### src/rtl/slave_pkg.sv
// slave_pkg: shared types and constants for the I2C slave byte controller.
//   slave_state_e : protocol FSM states
//   ByteWidth     : bits per I2C byte
//   GenCallAddr   : general-call address byte (used with SLAVE_GENERAL_CALL_EN)
//   addr_match()  : compares the 7 address bits of a received address byte
package slave_pkg;

  localparam int unsigned ByteWidth = 8;

  localparam logic [ByteWidth-1:0] GenCallAddr = 8'h00;

  typedef enum logic [2:0] {
    StIdle,
    StAddr,
    StAddrAck,
    StRx,
    StRxAck,
    StTx,
    StTxAck
  } slave_state_e;

  // addr_byte[0] is the R/W bit and is not part of the address.
  function automatic logic addr_match(input logic [ByteWidth-1:0] addr_byte,
                                      input logic [6:0]           own_addr);
    return addr_byte[ByteWidth-1:1] == own_addr;
  endfunction

endpackage

### src/rtl/slave_sync_edge.sv
// slave_sync_edge: N-stage synchronizer with rise/fall detection on the synchronized level.
// Ports:
//   slave_clock  in  oversampling clock
//   slave_rst    in  asynchronous active-low reset
//   async_in     in  raw asynchronous input
//   sync_out     out synchronized level (last synchronizer stage)
//   rise         out 1 when sync_out is 1 and was 0 the previous cycle
//   fall         out 1 when sync_out is 0 and was 1 the previous cycle
// Stages must be >= 2; ResetVal is the reset value of every stage.
module slave_sync_edge
  import slave_pkg::*;
#(
  parameter int unsigned Stages   = 2,
  parameter logic        ResetVal = 1'b0
) (
  input  logic slave_clock,
  input  logic slave_rst,
  input  logic async_in,
  output logic sync_out,
  output logic rise,
  output logic fall
);

  logic [Stages-1:0] sync_q;
  logic              dly_q;

  always_ff @(posedge slave_clock or negedge slave_rst) begin
    if (!slave_rst) begin
      sync_q <= {Stages{ResetVal}};
      dly_q  <= ResetVal;
    end else begin
      sync_q <= {sync_q[Stages-2:0], async_in};
      dly_q  <= sync_q[Stages-1];
    end
  end

  assign sync_out = sync_q[Stages-1];
  assign rise     = sync_q[Stages-1] & ~dly_q;
  assign fall     = ~sync_q[Stages-1] & dly_q;

endmodule

### src/rtl/slave_byte_ctrl.sv
// slave_byte_ctrl: I2C slave protocol controller, downstream of the start/stop detector.
// Oversamples SCL/SDA on slave_clock, decodes the address byte, ACKs on a match and then
// receives write bytes or serves read bytes through the open-drain enable slave_sda_oe.
// Ports:
//   slave_clock              in   oversampling clock (>= 8x SCL)
//   slave_rst                in   asynchronous active-low reset
//   slave_scl_in/sda_in      in   raw bus SCL / SDA
//   slave_start_stop_detect  in   level from the start/stop detector (any change = bus event)
//   slave_sda_oe             out  1 = pull SDA low
//   slave_rw                 out  R/W bit of the current transfer (1 = read)
//   slave_busy               out  1 while addressed (state other than IDLE/ADDR)
//   slave_rx_data/rx_valid   out  last written byte / 1-cycle update pulse
//   slave_tx_req             out  1-cycle request; slave_tx_data is sampled in that cycle
//   slave_tx_data            in   read byte
//   slave_gc                 out  general-call transfer in progress (only with
//                                 SLAVE_GENERAL_CALL_EN defined)
// Optional feature macro: SLAVE_GENERAL_CALL_EN (address byte 8'h00 also matches, rw forced 0).
module slave_byte_ctrl
  import slave_pkg::*;
#(
  parameter logic [6:0]  SLAVE_ADDR  = 7'h50,
  parameter int unsigned SYNC_STAGES = 2
) (
  input  logic                 slave_clock,
  input  logic                 slave_rst,
  input  logic                 slave_scl_in,
  input  logic                 slave_sda_in,
  input  logic                 slave_start_stop_detect,
  output logic                 slave_sda_oe,
  output logic                 slave_rw,
  output logic                 slave_busy,
  output logic [ByteWidth-1:0] slave_rx_data,
  output logic                 slave_rx_valid,
  output logic                 slave_tx_req,
  input  logic [ByteWidth-1:0] slave_tx_data
`ifdef SLAVE_GENERAL_CALL_EN
  ,
  output logic                 slave_gc
`endif
);

  // Fewer than two stages would not be a synchronizer at all.
  localparam int unsigned Stages = (SYNC_STAGES < 2) ? 2 : SYNC_STAGES;

  logic scl_s, scl_rise, scl_fall;
  logic sda_s, sda_rise, sda_fall;
  logic ssd_s, ssd_rise, ssd_fall;

  slave_sync_edge #(
    .Stages   (Stages),
    .ResetVal (1'b1)
  ) u_sync_scl (
    .slave_clock (slave_clock),
    .slave_rst   (slave_rst),
    .async_in    (slave_scl_in),
    .sync_out    (scl_s),
    .rise        (scl_rise),
    .fall        (scl_fall)
  );

  slave_sync_edge #(
    .Stages   (Stages),
    .ResetVal (1'b1)
  ) u_sync_sda (
    .slave_clock (slave_clock),
    .slave_rst   (slave_rst),
    .async_in    (slave_sda_in),
    .sync_out    (sda_s),
    .rise        (sda_rise),
    .fall        (sda_fall)
  );

  slave_sync_edge #(
    .Stages   (Stages),
    .ResetVal (1'b0)
  ) u_sync_ssd (
    .slave_clock (slave_clock),
    .slave_rst   (slave_rst),
    .async_in    (slave_start_stop_detect),
    .sync_out    (ssd_s),
    .rise        (ssd_rise),
    .fall        (ssd_fall)
  );

  // SDA edges and the detector level itself are not needed, only its transitions.
  logic unused_sync;
  assign unused_sync = sda_rise | sda_fall | ssd_s;

  // Bus events: detector output changed while SCL high; SDA level tells START from STOP.
  logic bus_event, ev_start, ev_stop;
  assign bus_event = (ssd_rise | ssd_fall) & scl_s;
  assign ev_start  = bus_event & ~sda_s;
  assign ev_stop   = bus_event & sda_s;

  slave_state_e         state_q;
  logic [2:0]           bit_cnt_q;
  logic                 byte_full_q;  // 8th bit sampled, act on the following SCL fall
  logic                 ack_ok_q;     // master ACK seen in TX_ACK
  logic [ByteWidth-1:0] shift_q;
  logic                 sda_oe_q;
  logic                 rw_q;
  logic                 gc_q;
  logic [ByteWidth-1:0] rx_data_q;
  logic                 rx_valid_q;

  logic addr_hit, addr_gc;
  assign addr_hit = addr_match(shift_q, SLAVE_ADDR);
`ifdef SLAVE_GENERAL_CALL_EN
  assign addr_gc  = (shift_q == GenCallAddr);
`else
  assign addr_gc  = 1'b0;
`endif

  // tx_req is combinational so the byte is sampled in the very cycle the request is high,
  // the same cycle that loads it into the shift register.
  logic tx_load;
  assign tx_load = scl_fall & ~bus_event &
                   (((state_q == StAddrAck) & rw_q) | ((state_q == StTxAck) & ack_ok_q));

  always_ff @(posedge slave_clock or negedge slave_rst) begin
    if (!slave_rst) begin
      state_q     <= StIdle;
      bit_cnt_q   <= 3'd0;
      byte_full_q <= 1'b0;
      ack_ok_q    <= 1'b0;
      shift_q     <= '0;
      sda_oe_q    <= 1'b0;
      rw_q        <= 1'b0;
      gc_q        <= 1'b0;
      rx_data_q   <= '0;
      rx_valid_q  <= 1'b0;
    end else begin
      rx_valid_q <= 1'b0;
      if (ev_start) begin
        state_q     <= StAddr;
        bit_cnt_q   <= 3'd0;
        byte_full_q <= 1'b0;
        ack_ok_q    <= 1'b0;
        sda_oe_q    <= 1'b0;
        gc_q        <= 1'b0;
      end else if (ev_stop) begin
        state_q     <= StIdle;
        bit_cnt_q   <= 3'd0;
        byte_full_q <= 1'b0;
        ack_ok_q    <= 1'b0;
        sda_oe_q    <= 1'b0;
        gc_q        <= 1'b0;
      end else begin
        unique case (state_q)
          StIdle: begin
            sda_oe_q <= 1'b0;
          end

          StAddr, StRx: begin
            if (scl_rise) begin
              shift_q   <= {shift_q[ByteWidth-2:0], sda_s};
              bit_cnt_q <= bit_cnt_q + 3'd1;
              if (bit_cnt_q == 3'd7) byte_full_q <= 1'b1;
            end else if (scl_fall && byte_full_q) begin
              byte_full_q <= 1'b0;
              if (state_q == StAddr) begin
                if (addr_gc || addr_hit) begin
                  rw_q     <= addr_gc ? 1'b0 : shift_q[0];
                  gc_q     <= addr_gc;
                  sda_oe_q <= 1'b1;
                  state_q  <= StAddrAck;
                end else begin
                  state_q <= StIdle;
                end
              end else begin
                rx_data_q  <= shift_q;
                rx_valid_q <= 1'b1;
                sda_oe_q   <= 1'b1;
                state_q    <= StRxAck;
              end
            end
          end

          StAddrAck: begin
            if (scl_fall) begin
              bit_cnt_q <= 3'd0;
              if (rw_q) begin
                shift_q  <= slave_tx_data;
                sda_oe_q <= ~slave_tx_data[ByteWidth-1];
                state_q  <= StTx;
              end else begin
                sda_oe_q <= 1'b0;
                state_q  <= StRx;
              end
            end
          end

          StRxAck: begin
            if (scl_fall) begin
              bit_cnt_q <= 3'd0;
              sda_oe_q  <= 1'b0;
              state_q   <= StRx;
            end
          end

          // MSB is already on the bus when TX is entered; each fall presents the next bit.
          StTx: begin
            if (scl_rise) begin
              bit_cnt_q <= bit_cnt_q + 3'd1;
              if (bit_cnt_q == 3'd7) byte_full_q <= 1'b1;
            end else if (scl_fall) begin
              if (byte_full_q) begin
                byte_full_q <= 1'b0;
                ack_ok_q    <= 1'b0;
                sda_oe_q    <= 1'b0;
                state_q     <= StTxAck;
              end else begin
                shift_q  <= {shift_q[ByteWidth-2:0], 1'b0};
                sda_oe_q <= ~shift_q[ByteWidth-2];
              end
            end
          end

          StTxAck: begin
            if (scl_rise) begin
              if (sda_s) state_q  <= StIdle;
              else       ack_ok_q <= 1'b1;
            end else if (scl_fall && ack_ok_q) begin
              ack_ok_q  <= 1'b0;
              bit_cnt_q <= 3'd0;
              shift_q   <= slave_tx_data;
              sda_oe_q  <= ~slave_tx_data[ByteWidth-1];
              state_q   <= StTx;
            end
          end

          default: begin
            sda_oe_q <= 1'b0;
            state_q  <= StIdle;
          end
        endcase
      end
    end
  end

  assign slave_sda_oe   = sda_oe_q;
  assign slave_rw       = rw_q;
  assign slave_busy     = (state_q != StIdle) && (state_q != StAddr);
  assign slave_rx_data  = rx_data_q;
  assign slave_rx_valid = rx_valid_q;
  assign slave_tx_req   = tx_load;

`ifdef SLAVE_GENERAL_CALL_EN
  assign slave_gc = gc_q;
`else
  logic unused_gc;
  assign unused_gc = gc_q;
`endif

endmodule

### config.mk
export PLATFORM = sky130hd
export DESIGN_NAME = slave_byte_ctrl
export DESIGN_NICKNAME = d
export VERILOG_FILES = /design/src/rtl/slave_pkg.sv /design/src/rtl/slave_sync_edge.sv /design/src/rtl/slave_byte_ctrl.sv
export SDC_FILE = /design/constraint.sdc
export NUM_CORES = 1
export LEC_CHECK = 0
export CORE_MARGIN = 4
export CORE_UTILIZATION = 49
export CTS_CLUSTER_DIAMETER = 40
export DETAILED_ROUTE_END_ITERATION = 10
export PLACE_DENSITY_LB_ADDON = 0.1
export REMOVE_ABC_BUFFERS = 1
export SETUP_SLACK_MARGIN = 0.15
export SYNTH_ARGS = -nofsm -noshare
export SYNTH_HDL_FRONTEND = slang
export SYNTH_HIERARCHICAL = 1
export SYNTH_SLANG_ARGS = --single-unit
export TNS_END_PERCENT = 10
### constraint.sdc
create_clock -name slave_clock -period 2.1 [get_ports slave_clock]
set_input_delay 0.21 -clock slave_clock [delete_from_list [all_inputs] [get_ports slave_clock]]
set_output_delay 0.21 -clock slave_clock [all_outputs]
set_load 0.02 [all_outputs]
Word level (Yosys, flattened, before mapping)
Index checks and enable logic that the tools add are counted.
{"block": "classes", "n_mux": 69, "eq_ne": 35, "n_reduce_logical": 20, "n_bitwise": 25, "n_addsub": 1}
{"operator": "two-way mux 8 bit", "n": 8}
{"operator": "two-way mux 3 bit", "n": 20}
{"operator": "two-way mux 1 bit", "n": 34}
{"operator": "inequality test 4 bit, second input constant", "n": 8}
{"operator": "case mux 8 bit (4 select lines)", "n": 1}
{"operator": "inequality test 5 bit, second input constant", "n": 4}
{"operator": "case mux 3 bit (6 select lines)", "n": 1}
{"operator": "inequality test 2 bit, second input constant", "n": 7}
{"operator": "equality test 3 bit, second input constant", "n": 4}
{"operator": "NOT 1 bit", "n": 12}
{"operator": "AND reduction 6 bit", "n": 2}
{"operator": "nonzero test 4 bit", "n": 3}
{"operator": "AND 1 bit", "n": 11}
{"operator": "AND reduction 11 bit", "n": 1}
{"operator": "inequality test 5 x 4 -> 1 bit, second input constant", "n": 2}
{"operator": "AND reduction 10 bit", "n": 1}
{"operator": "case mux 3 bit (3 select lines)", "n": 1}
{"operator": "AND reduction 9 bit", "n": 1}
{"operator": "inequality test 4 x 1 -> 1 bit, second input constant", "n": 2}
{"operator": "equality test 7 bit, second input constant", "n": 1}
{"operator": "AND reduction 7 bit", "n": 1}
{"operator": "equality test 3 x 2 -> 1 bit, second input constant", "n": 2}
{"operator": "case mux 1 bit (5 select lines)", "n": 1}
{"operator": "AND reduction 5 bit", "n": 1}
{"operator": "other kinds (16)", "n": 21}
{"block": "word_totals", "register_bits": 35, "input_bits": 13, "wordCells": 164, "output_inout_bits": 13}

Depth between registers and ports, before layout
Gate-level depths: netlist of the first run.
{"block": "logic_depth", "depth_word": 8, "depth_mapped": 7, "mapped_depth_nobuf": 6}

Modules after synthesis
The synthesis of the first run kept the hierarchy.
{"mod": "slave_byte_ctrl", "area_each_um2": 1612.8, "n_inst": 1, "cells_each": 169, "seq_area_each_um2": 675.6}
{"mod": "slave_sync_edge (u_sync_scl ...)", "area_each_um2": 93.8, "n_inst": 2, "cells_each": 5, "seq_area_each_um2": 78.8}
{"mod": "slave_sync_edge (u_sync_ssd)", "area_each_um2": 90.1, "n_inst": 1, "cells_each": 5, "seq_area_each_um2": 75.1}

Least setup slack after synthesis of the first run
Ideal clock, no wire load.
{"block": "synth_timing", "kind": "flip-flop to flip-flop", "start": "reg u_sync_scl.sync_q[1]", "end": "reg state_q[2]", "setup_ns": 0.126, "path_stages_with_launch": 7, "synth_period_minus_slack_ns": 1.974, "path_buffers": 0, "path_slack_ns": 0.126, "t_arrival_ns": 1.848, "required_ns": 1.974, "cell_sequence": "dfstp_2 > nor2b_1 > and2b_2 > o21ai_0 > nand2_1 > and3_1 > o311a_1"}
{"block": "synth_between", "elab_chain_cells": 5, "elab_cells_between_ends": 23, "cone_classes": "eq/ne (10); mux (4); bitwise (6); reduce/logical (3)"}
{"item": "start, declared", "line": "slave_sync_edge.sv:24", "text": "logic [Stages-1:0] sync_q;"}
{"item": "start signal, assigned", "line": "slave_sync_edge.sv:29", "text": "sync_q <= {Stages{ResetVal}};"}
{"item": "start signal, assigned", "line": "slave_sync_edge.sv:32", "text": "sync_q <= {sync_q[Stages-2:0], async_in};"}
{"item": "AND 1 bit *", "line": "slave_sync_edge.sv:38", "text": "assign rise = sync_q[Stages-1] & ~dly_q;"}
{"item": "named net scl_rise", "line": "slave_byte_ctrl.sv:45", "text": "logic scl_s, scl_rise, scl_fall;"}
{"item": "two-way mux 3 bit", "line": "slave_byte_ctrl.sv:220", "text": "if (scl_rise) begin"}
{"item": "case mux 3 bit (6 select lines)", "line": "slave_byte_ctrl.sv:149", "text": "unique case (state_q)"}
{"item": "two-way mux 3 bit", "line": "slave_byte_ctrl.sv:141", "text": "end else if (ev_stop) begin"}
{"item": "two-way mux 3 bit", "line": "slave_byte_ctrl.sv:134", "text": "if (ev_start) begin"}
{"item": "end signal, assigned", "line": "slave_byte_ctrl.sv:135", "text": "state_q <= StAddr;"}
{"item": "end signal, assigned", "line": "slave_byte_ctrl.sv:142", "text": "state_q <= StIdle;"}
{"item": "end signal, assigned", "line": "slave_byte_ctrl.sv:221", "text": "if (sda_s) state_q <= StIdle;"}
{"item": "end, declared", "line": "slave_byte_ctrl.sv:95", "text": "slave_state_e state_q;"}
The timed path passes the listed nets; every way through them passes the cells marked *.
A chain may end at the register's enable or synchronous reset.

Worst setup path in the final report of the first run
{"block": "layout_timing", "start": "reg state_q[1]", "end": "out slave_busy"}
{"block": "layout_between", "elab_chain_cells": 2, "elab_cells_between_ends": 3, "cone_classes": "eq/ne (1); reduce/logical (2)"}
{"item": "start signal, assigned", "line": "slave_byte_ctrl.sv:122", "text": "state_q <= StIdle;"}
{"item": "start signal, assigned", "line": "slave_byte_ctrl.sv:135"}
{"item": "start signal, assigned", "line": "slave_byte_ctrl.sv:142"}
{"item": "inequality test 3 x 1 -> 1 bit or nonzero test 3 bit (tied branches)", "line": "slave_byte_ctrl.sv:243", "text": "assign slave_busy = (state_q != StIdle) && (state_q != StAddr);"}
{"item": "logical AND 1 bit *", "line": "slave_byte_ctrl.sv:243"}
{"item": "end, declared", "line": "slave_byte_ctrl.sv:31", "text": "output logic slave_busy,"}
Mark *: on every way between the ends. The rest lies on a longest branch, timed or not.

==> results.md, run 1 <==
- Net switching power: 955.1 uW
- Fin Hold WS: roughly 0.33 ns
- Unrepaired setup endpoints after global routing: yes
- TritonRoute pass-1 iters: 5
- Antenna violations before repair: 0
- Critical Path AT: approximately 1.8 ns
- Comb power frac: 0.419
- Worst-path clk slew: ~0.070 ns
- CP Capture Type: output pin
- Initial Util: 0.5051
- FF-to-FF path depth: 6
- Clk pwr share: 0.203
- Crit Path Class: reg -> out
- Io pins: 26
- WP buf/inv: 1
- Nets@finish: around 240
- Total track usage: 0.1854
- Peak VDD IR: 0.5323 mV
- Total die area: between 4000 and 5000 um^2
- Area of the multi-input gates: 907.1 um^2
- Synthesized area: 1849 um^2
- 1st-iter DRT viols: 169
- Sw frac: 0.3678
- Fin. max-slew vios: 0
- Core Box Area: about 3700 um^2
- Worst path cell trace: or2_1 -> clkdlybuf4s50_1
- Max-cap violations: 0
- Hold crit path type: in -> async
- Total grt overflow: 0
- FMAX: 494.8 MHz
- CTS root buffer: clkbuf_8
- Slew at the pin closest to its max-slew limit: about 0.67 ns
- Vias in the first global route: around 1500
- Die width: around 70 um
- Setup-failing EPs final: 0
- Cell-internal power: 1642 uW
- Power per Cell Area: 1104 nW/um^2
- First-pass GRT wire length: just over 7000 um
- Area grow syn2layout: 27.20%
- Worst-Skew Late Latency: about 0.28 ns
- Worst setup SP type: register
- Via count: between 1500 and 2000
- DRC viols: 0
- Final Critical Period: about 2.0 ns
- Run status: complete, no violations
- Largest net degree at the start of global routing: 36
- Ant. Diodes: 0
- Critical path depth: 2
- Clock skew: slightly below 0.009 ns
- Crit path max fanout: 14
- Hold Vio Cnt, Final: 0
- FF+latch area: between 800 and 900 um^2
- Yosys warnings: 6
- DR WL/cell: between 15 and 20 um
- Avg Synthesized Cell Area: 10.22 um^2
- CTS H-Tree Depth: 2
- Port Buffers: 25
- GPL Wtd Cong: around 0.86
- Slew margin rel.: 0.5474
- HPWL Detailed: about 3000 um
- Post-Route WL: between 4000 and 5000 um
- Max Root-Sink Buffers: 2
- Largest delay contributor family on the critical path: buffers and inverters
- Largest stage delay, worst path: roughly 0.64 ns
- Critical Path Slowest Stage Cell: clkdlybuf4s50_1
- Most common cell after layout, fill and taps aside: nand2_1
- FILL cells: 311
- Post-DRT Antenna Nets: 0
- Total negative setup slack: 0 ns
- P_leak: ~0.0011 uW
- Die H: roughly 69 um
- Site Rows: 22
- CTS tree: done
- Post-Syn Instances: roughly 180
- CTS buffer count: 5
- Final period util: 0.9624
- Layout cells sized above 1: 0.2477
- Vias per std cell: between 5 and 6
- Commonest cells after routing, fill and taps aside: nand2_1, dfrtp_1, clkdlybuf4s50_1
- Clk sink count: 35
- Sequential share of power: 0.378
- Worst EP required: 1.89 ns
-- layout make-up --
cell class / instances / share of cell area
sequential: 35 / 0.3750
multi-input combinational: 131 / 0.3856
clock buffer: 8 / 0.04255
inverter: 6 / 0.009574
tap: 48 / 0.02553
timing repair buffer: 42 / 0.1617
-- metal layers --
layer  vias to the layer above  GRT usage  part of all wire
met2                        57     0.2881              0.47
met3                        10    0.04493             0.055
met5                         -          0                 0
met4                         0    0.06941             0.015
li1                        717          -                 -
met1                       757     0.2507              0.45
-- power groups by stage --
stage / Combinational [uW] / Sequential, uW / Clock (uW)
after floorplan: 673 / 988 / 0
after global placement: 1030 / 979 / 0
after detailed placement: 1060 / 987 / 0
after CTS: 1070 / 975 / 536
after global routing: 1200 / 1000 / 568
final: 1090 / 981 / 527
-- worst register-to-register path: stages, from the launching register on --
cell and delay [ns]:
dfstp_2 0.54, and2b_2 0.17, and2b_2 0.20, nand4_1 0.12, or3b_4 0.41, buf_4 0.17, mux2_4 0.29
-- through the flow --
step / total power [uW] / setup slack [ns] / std cells / cell area [um^2] / utilization
6_report: 2597 / 0.07892 / 270 / 2352 / 0.6425
3_5_place_dp: 2047 / 0.06475 / 258 / 2210 / 0.6036
3_3_place_gp: 2007 / 0.1248 / 258 / 2210 / 0.6036
4_1_cts: 2580 / 0.09578 / 269 / 2335 / 0.6377
5_1_grt: 2770 / 0.01763 / 270 / 2352 / 0.6425
2_1_floorplan: 1661 / 0.008852 / 172 / 1802 / -
-- what timing repair did --
action | 4_1_cts | 5_1_grt
gates resized for setup | 3 | 5
hold buffers | 0 | 0
pin swaps | 1 | 0
setup endpoints to repair | 21 | 25
setup buffers | 2 | 1
endpoints found under the hold margin | 0 | 0
gates cloned | 1 | 0
-- path summary, 6_finish.rpt --
| path | startpoint | to | slack (ns) |
|---|---|---|---|
| worst min-delay path | slave_rst | slave_rx_valid | 0.33 |
| worst max register to register | u_sync_scl/dly_q | slave_rx_data[7] | 0.09 |
| max in group asynchronous | slave_rst | u_sync_scl/sync_q[0] | 1.42 |
| worst min register to register | u_sync_scl/sync_q[0] | u_sync_scl/sync_q[1] | 0.35 |
| min in group slave_clock | slave_sda_in | u_sync_sda/sync_q[0] | 0.34 |
| worst max-delay path | state_q[1] | slave_busy | 0.08 |
-- sequential cells by signal (all words and copies together), names as in the netlist, 2 cells and up --
name / flops
shift_q: 8
slave_rx_data: 8
bit_cnt_q: 3
state_q: 3
u_sync_scl/sync_q: 2
u_sync_sda/sync_q: 2
u_sync_ssd/sync_q: 2
Note: power is estimated with default switching activity, not from simulation.
==> run 2, diff against run 1 <==
- CORE_UTILIZATION: 49 -> 35
- CTS_CLUSTER_DIAMETER: 40 -> not set
==> run 2 against run 1 <==
  * Critical path depth is 4 higher
  * Clock skew is 0.0032 ns higher
  * Worst setup slack better by 0.051 ns
  * Sequential share of layout area is 0.053 points higher
  * Global-route usage is 3.6 points lower
==> results.md, run 2 (synthesis results as in run 1) <==
- Run status: complete, no violations
- Total negative setup slack: 0 ns (unchanged)
- Total grt overflow: 0 (unchanged)
- Site Rows: 26 (+18%)
- Layout cells sized above 1: 0.2420 (-0.005739)
- Port Buffers: 25 (unchanged)
- Sequential share of power: 0.388 (+0.010)
- CTS Hold Bufs: 0 (unchanged)
- Final period util: 0.9379 (-0.02450)
- Die H: 80.69 um (+16%)
- GPL Wtd Cong: 0.8706 (+0.93%)
- HPWL Detailed: 3193 um (+6.7%)
- Worst Setup SP: u_sync_scl/dly_q
- Power per Cell Area: 1077 nW/um^2 (-2.5%)
- Unrepaired setup endpoints after global routing: yes
- Crit path max fanout: 9 (-5)
- Worst-Skew Late Latency: 0.29 ns (about the same)
- Post-Route WL: 4412 um (+1.5%)
- Dpl ws: 0.09047 ns (+0.02572 ns)
- Post-DRT Antenna Nets: 0 (unchanged)
- Largest net degree at the start of global routing: 36 (unchanged)
- Final setup margin: 0.1304 ns (+0.05145 ns)
- Max Root-Sink Buffers: 2 (unchanged)
- Total die area: 6511 um^2 (+35%)
- Worst EP required: 2.27 ns (+0.38 ns)
- Peak VDD IR: 0.4277 mV (-20%)
- Total power draw: 2532 uW (-2.5%)
- Sw frac: 0.3794 (+0.01160)
- DRC viols: 0 (unchanged)
- Critical R2R Launch: u_sync_scl/dly_q
- Max-cap violations: 0 (unchanged)
- 1st-iter DRT viols: 121 (-28%)
- CTS H-Tree Depth: 2 (unchanged)
- Slew margin rel.: 0.6694 (+0.1220)
- Via count: 1478 (-4.1%)
- Comb power frac: 0.426 (+0.007)
- Hold crit path type: in -> async
- FMAX: 507.7 MHz (+2.6%)
- Vias in the first global route: 1403 (-7.7%)
- Fin. max-slew vios: 0 (unchanged)
- P_leak: 0.001069 uW (-1.3%)
- Worst-path clk slew: 0.08 ns (about the same)
- Worst setup SP type: register
- Most common cell after layout, fill and taps aside: nand2_1
- CP Capture Type: register
- Setup-failing EPs final: 0 (unchanged)
- Nets@finish: 233 (-1.3%)
- Area grow syn2layout: 27.20% (unchanged)
- Critical Path AT: 2.14 ns (+0.33 ns)
- TritonRoute pass-1 iters: 4 (-1)
- CTS tree: done
- Clk sink count: 35 (unchanged)
- Slew at the pin closest to its max-slew limit: 0.4892 ns (-0.1805 ns)
- Io pins: 26 (unchanged)
- Fin Hold WS: 0.3330 ns (+0.001631 ns)
- Final Critical Period: 1.970 ns (-0.05145 ns)
- Core Box Area: 5107 um^2 (+40%)
- Net switching power: 960.7 uW (+0.59%)
- CTS root buffer: clkbuf_8
- Total track usage: 0.1489 (-0.03646)
- Antenna violations before repair: 0 (unchanged)
- Vias per std cell: 5.114 (-10%)
- Ant. Diodes: 0 (unchanged)
- Cell-internal power: 1572 uW (-4.3%)
- First-pass GRT wire length: 7279 um (+1.8%)
- CTS buffer count: 5 (unchanged)
- Commonest cells after routing, fill and taps aside: nand2_1, dfrtp_1, clkdlybuf4s50_1
- DR WL/cell: 15.27 um (-5.1%)
- Initial Util: 0.3621 (-0.1430)
- Die width: 80.69 um (+16%)
- Clock skew: 0.01206 ns (+0.003228 ns)
- Hold Vio Cnt, Final: 0 (unchanged)
- Crit Path Class: reg -> reg
- Clk pwr share: 0.186 (-0.017)
==> run 2: area by class of cell <==
type	instances	area (um^2)
clock buffers	5	68.82
repair buffers	39	370.4
inverters	6	22.52
fillers	529	2755
well taps	70	87.58
flip-flops and latches	35	883.3
clock inverters	3	15.01
multi-input cells	131	904.6
==> run 2: metal layers <==
layer	routed length, um	track usage	up-vias
li1	-	-	713
met1	2100	0.1993	721
met2	2011	0.2301	40
met3	250	0.04484	4
met4	49	0.04561	0
met5	0	0	-
==> run 2: worst max-delay path, cell delays in order (launching register included) <==
cell     delay, ns
dfstp_2       0.54
and2b_2       0.16
and2b_2       0.19
nand4_1       0.12
or3b_1        0.39
buf_6         0.17
mux2_4        0.29
==> run 2: final timing paths <==
check / endpoint / slack [ns] / cells past startpoint
setup / recovery: slave_rx_data[0] / 0.13 / 6
hold / removal: slave_rx_data[5] / 0.33 / 2
setup reg to reg: slave_rx_data[0] / 0.13 / 6
hold reg to reg: u_sync_scl/sync_q[1] / 0.36 / 0
max in group asynchronous: u_sync_scl/sync_q[0] / 1.41 / 2
min in group slave_clock: u_sync_scl/sync_q[0] / 0.33 / 1
==> run 2: metrics by stage <==
step | utilization | std cells | instance area, um^2
finish | 0.4606 | 289 | 2352
global route | 0.4606 | 289 | 2352
CTS | 0.4566 | 288 | 2332
detailed placement | 0.4405 | 280 | 2250
global placement | 0.4405 | 280 | 2250
floorplan | - | 172 | 1802
==> run 2: power by group through the flow <==
stage                     clock network (uW)  logic [uW]  registers (uW)
after global routing                     536        1180            1000
after floorplan                            0         673             988
final                                    472        1080             982
after detailed placement                   0        1070             993
after CTS                                492        1070             980
after global placement                     0        1060             982
==> run 2: timing repair <==
action                     in CTS  in global routing
resized for setup               1                  5
setup endpoints to repair      10                 22
setup buffers                   0                  1
pin swaps                       0                  1
==> run 3, diff against run 2 <==
- CTS_CLUSTER_SIZE: not set -> 16
==> results of run 3 <==
Same layout as run 2: the final DEF is identical, and so are final timing and power.
